[src/rtl/i2s_pkg.sv]
// Shared constants for the I2S transmit feeder: clock-divider layout,
// frame tick position and default sample width.
package i2s_pkg;

  localparam int DIV_WIDTH       = 8;
  localparam int SCLK_BIT        = 1;
  localparam int LRCLK_BIT       = 7;
  localparam logic [DIV_WIDTH-1:0] FRAME_TICK = 8'hFF;
  localparam int DEFAULT_BIT_NUM = 32;

  // A level counter must hold 0..depth inclusive, hence the extra bit.
  function automatic int level_width(input int depth);
    return $clog2(depth) + 1;
  endfunction

endpackage

[src/rtl/i2s_sample_fifo.sv]
// Stereo-pair FIFO: power-of-two depth, pointers wrap naturally, level
// counter drives full/empty so every slot is usable.
module i2s_sample_fifo
  import i2s_pkg::*;
#(
  parameter int WIDTH = 2 * DEFAULT_BIT_NUM,
  parameter int DEPTH = 4
)(
  input  logic                          clk,
  input  logic                          rst,
  input  logic                          push,
  input  logic                          pop,
  input  logic [WIDTH-1:0]              wr_data,
  output logic [WIDTH-1:0]              rd_data,
  output logic                          full,
  output logic                          empty,
  output logic [level_width(DEPTH)-1:0] level
);

  localparam int PTR_W = $clog2(DEPTH);
  localparam int LVL_W = level_width(DEPTH);

  logic [WIDTH-1:0] mem [DEPTH];
  logic [PTR_W-1:0] wr_ptr;
  logic [PTR_W-1:0] rd_ptr;
  logic             do_push;
  logic             do_pop;

  // A full FIFO refuses a write even when a read happens in the same cycle.
  assign full    = (level == LVL_W'(DEPTH));
  assign empty   = (level == '0);
  assign do_push = push && !full;
  assign do_pop  = pop && !empty;
  assign rd_data = mem[rd_ptr];

  always_ff @(posedge clk) begin
    if (do_push) begin
      mem[wr_ptr] <= wr_data;
    end
  end

  always_ff @(posedge clk or posedge rst) begin
    if (rst) begin
      wr_ptr <= '0;
      rd_ptr <= '0;
      level  <= '0;
    end else begin
      if (do_push) begin
        wr_ptr <= wr_ptr + 1'b1;
      end
      if (do_pop) begin
        rd_ptr <= rd_ptr + 1'b1;
      end
      case ({do_push, do_pop})
        2'b10:   level <= level + 1'b1;
        2'b01:   level <= level - 1'b1;
        default: level <= level;
      endcase
    end
  end

endmodule

[src/rtl/i2s_tx_feeder.sv]
// Feeds buffered stereo pairs to an I2S serializer: derives SCLK/LRCLK from
// MCLK and swaps in a new pair at every frame start, zeros on underrun.
module i2s_tx_feeder
  import i2s_pkg::*;
#(
  parameter int bitNum     = DEFAULT_BIT_NUM,
  parameter int FIFO_DEPTH = 4
)(
  input  logic                          MCLK,
  input  logic                          RST,
  input  logic [bitNum-1:0]             IN_L,
  input  logic [bitNum-1:0]             IN_R,
  input  logic                          IN_VALID,
  output logic                          IN_READY,
  output logic                          SCLK,
  output logic                          LRCLK,
  output logic [bitNum-1:0]             DATA_L,
  output logic [bitNum-1:0]             DATA_R,
  output logic                          UNDERRUN,
  output logic [$clog2(FIFO_DEPTH):0]   LEVEL
);

  logic [DIV_WIDTH-1:0] div_cnt;
  logic                 frame_tick;
  logic                 push;
  logic                 pop;
  logic                 fifo_full;
  logic                 fifo_empty;
  logic [2*bitNum-1:0]  head_pair;

  // Serial clocks come straight from divider bits so they cannot glitch.
  assign SCLK       = div_cnt[SCLK_BIT];
  assign LRCLK      = div_cnt[LRCLK_BIT];
  assign frame_tick = (div_cnt == FRAME_TICK);
  assign IN_READY   = !fifo_full && !RST;
  assign push       = IN_VALID && IN_READY;
  assign pop        = frame_tick && !fifo_empty;

  i2s_sample_fifo #(
    .WIDTH (2 * bitNum),
    .DEPTH (FIFO_DEPTH)
  ) sample_fifo (
    .clk     (MCLK),
    .rst     (RST),
    .push    (push),
    .pop     (pop),
    .wr_data ({IN_L, IN_R}),
    .rd_data (head_pair),
    .full    (fifo_full),
    .empty   (fifo_empty),
    .level   (LEVEL)
  );

  always_ff @(posedge MCLK or posedge RST) begin
    if (RST) begin
      div_cnt <= '0;
    end else begin
      div_cnt <= div_cnt + 1'b1;
    end
  end

  // The pair loads on the same edge that drops LRCLK, so it is stable for
  // the whole frame; an empty FIFO at that edge plays silence instead.
  always_ff @(posedge MCLK or posedge RST) begin
    if (RST) begin
      DATA_L   <= '0;
      DATA_R   <= '0;
      UNDERRUN <= 1'b0;
    end else begin
      UNDERRUN <= frame_tick && fifo_empty;
      if (frame_tick) begin
        if (fifo_empty) begin
          DATA_L <= '0;
          DATA_R <= '0;
        end else begin
          {DATA_L, DATA_R} <= head_pair;
        end
      end
    end
  end

endmodule

[config.mk]
export PLATFORM = sky130hd
export DESIGN_NAME = i2s_tx_feeder
export DESIGN_NICKNAME = d
export VERILOG_FILES = /design/src/rtl/i2s_pkg.sv /design/src/rtl/i2s_sample_fifo.sv /design/src/rtl/i2s_tx_feeder.sv
export SDC_FILE = /design/constraint.sdc
export NUM_CORES = 1
export LEC_CHECK = 0
export CORE_MARGIN = 3
export CORE_UTILIZATION = 50
export CTS_BUF_LIST = sky130_fd_sc_hd__clkbuf_8
export CTS_CLUSTER_SIZE = 40
export DETAILED_ROUTE_END_ITERATION = 6
export PLACE_DENSITY = 0.82
export SETUP_SLACK_MARGIN = 0.1
export SKIP_CTS_REPAIR_TIMING = 1
export SLEW_MARGIN = 20
export SYNTH_ARGS = -nofsm -noshare
export SYNTH_HDL_FRONTEND = slang
export SYNTH_SLANG_ARGS = --single-unit
[constraint.sdc]
create_clock -name MCLK -period 6.1 [get_ports MCLK]
set_input_delay 1.83 -clock MCLK [delete_from_list [all_inputs] [get_ports MCLK]]
set_output_delay 1.83 -clock MCLK [all_outputs]
set_load 0.01 [all_outputs]
==> metrics.md <==
| Metric | Value |
|---|---|
| Pin count of the biggest net entering global routing | 81 |
| GR Util All Layers | 17.78% |
| Tcrit/Tclk final | 80.55% |
| CTS buffer count | 50 |
| Crit end category | output pin |
| Startpoint types | input port |
| Slew Limit Fails | 0 |
| CTS tree | yes |
| Cell mode on critical path | clkdlybuf4s50_1 |
| Hold WS | 502.9 ps |
| Initial antenna violation count | 0 |
| Critical path arrival | 3080 ps |
| Post-Synthesis Cells | 544 |
| I/O Buffers | 137 |
| Status | completed |
| Final nets | 782 |
| Max_cap viols | 0 |
| Hold/Removal Path Class | reg -> reg |
| Synth cell types | 28 |
| Unrepaired setup endpoints after global routing | no |
| # DRC | 0 |
| Global route overflow | 0 |
| Slew @ Worst Pin | 993.5 ps |
| # clock sinks | 336 |
| Initial DRC count | 413 |
| Final Hold Viols | 0 |
| Die Y | 162.8 um |
| TNS Setup | 0 ps |
| Clock transition at the registers of the reported paths | 60 ps |
| Routed wire per std cell | 21.52 um |
| H-tree Lvls | 2 |
| Crit path kind | in -> out |
| Leakage | 0.005243 uW |
| CTS root buffer | clkbuf_8 |
| First-pass detailed-route iteration total | 4 |
| CP Cell Sequence | clkdlybuf4s50_1 -> a21oi_1 -> clkdlybuf4s50_1 |
| Final setup fails | 0 |
| Relative slew slack | 33.77% |
| Max VDD drop | 184.9 uV |
| Total wire length | 22980 um |
| Slowest library cell on the worst path | clkdlybuf4s50_1 |
| # fillers | 1616 |
| Post-route ant nets | 0 |
| Final Skew | 23.38 ps |
| Area growth from synthesis to layout | 20.73% |
| Initial Utilization | 51.59% |
| Vias per inst | 5.505 |
| Crit path max fanout | 3 |
| # rows | 56 |
| Max frequency | 0.2035 GHz |
| Power Dens Cells | 319.4 nW/um2 |
| Routability cong. | 0.7149 |
| Post-synthesis register bit count | 336 |
| Vias | 5879 |
| Synth warn | 0 |
| Min Tclk post-route | 4913 ps |
| Mean Syn Cell Area | 22.59 um2 |
| Layout cell share with drive strength beyond 1 | 18.42% |
| IO Count | 138 |
| HPWL Detailed | 13550 um |
| First-pass GRT wire length | 36270 um |
| Die X | 162.8 um |
| Seq/Total Area, Yosys | 78.84% |
| Die Footprint | 26500 um2 |
| Post-synth net total | 618 |
| Vias in the first global route | 6372 |
| Worst Path Required | 4270 ps |
| Antenna fix cells | 0 |
| Clock Tree Buf Depth | 3 |
| Mapped Area | 12290 um2 |
| Core area | 23820 um2 |
| Most frequent cells in the layout | edfxtp_1 (256), clkdlybuf4s50_1 (137), dfrtp_1 (78) |
| Critical Path Max Stage Delay | 570 ps |
| Commonest non-fill, non-tap cell in the layout | edfxtp_1 |
| Clk_lat worst skew | 550 ps |
[registers in the layout, indices dropped and copies added (netlist names)]
register            flops
sample_fifo.mem       256
DATA_L                 32
DATA_R                 32
div_cnt                 8
sample_fifo.level       3
sample_fifo.rd_ptr      2
sample_fifo.wr_ptr      2
UNDERRUN                1
[power by group]
group	switching [uW]	internal [uW]	total (uW)
clock network	792	868	1660
registers	57.9	2690	2740
logic	202	134	336
[worst paths after layout]
path,startpoint,endpoint,slack (ps),cells after the start
min,DATA_R[29],DATA_R[29],500,1
max reg2reg,sample_fifo.rd_ptr[0],DATA_L[23],3590,3
max,RST,IN_READY,1190,3
max in group asynchronous,RST,sample_fifo.rd_ptr[0],3640,2
min reg2reg,DATA_R[29],DATA_R[29],500,1
min in group asynchronous,RST,DATA_L[12],1890,2
[worst max-delay path, delay by kind of cell]
family | cells | cell delay [ps]
AO/OA/AOI/OAI | 1 | 170
buffers and inverters | 2 | 1090
[cell type report]
type                       instances  area, um2  share of cell area (%)
sequential                       336       9697                   65.36
timing repair buffer             140       1394                   9.395
clock buffer                      55      757.0                   5.102
tap                              319      399.1                   2.690
inverter                           9      38.79                  0.2614
clock inverter                    38      175.2                   1.181
multi-input combinational        171       2376                   16.01
[metrics by stage]
step           instance area (um2)  std cells  total power [uW]  worst slack, ps  util [%]
3_5_place_dp                 13900        975              3135             1228     58.36
2_1_floorplan                12290        544              2955             1915         -
6_report                     14840       1068              4739             1187     62.28
4_1_cts                      14830       1068              4784             1222     62.27
5_1_grt                      14840       1068              4931             1153     62.28
3_3_place_gp                 13900        975              3091             1230     58.36
[kinds of logic (layout without fill, tap and decap cells)]
kind of cell	Yosys count	in the layout	share of synthesized area, %
AO/OA/AOI/OAI	66	66	4.704
adder cells (fa/ha/maj)	7	7	0.7738
buffers and inverters	37	242	1.955
AND/OR/NAND/NOR	20	20	0.9672
flip-flops	336	336	78.84
multiplexers	66	66	11.90
XOR/XNOR	12	12	0.8552
[synthesized netlist by cell type, drive strengths merged]
cell    number  share of area (%)
nor2         4               0.12
buf         22                1.5
edfxtp     256                 63
and3         1              0.051
nand2        1              0.031
a22o        64                4.6
a21oi        1              0.041
xnor2        5               0.36
xor2         7               0.50
inv          9               0.27
nor4b        1              0.071
fa           1               0.16
and2         4               0.20
mux2         1              0.092
nor3         2               0.12
nand4        1               0.10
nand3        4               0.16
clkbuf       6               0.18
or2          1              0.051
mux4        64                 12
ha           6               0.61
dfrtp       80                 16
a211oi       1               0.10
nor2b        1              0.051
mux2i        1              0.081
[layer usage]
metal / wire length (um) / track usage [%] / vias to the layer above
li1: - / - / 2571
met1: 9566 / 24.63 / 3060
met2: 11420 / 28.48 / 216
met3: 1504 / 3.891 / 32
met4: 491 / 6.113 / 0
met5: 0 / 0 / -
Power figures use the tool's default switching activity.
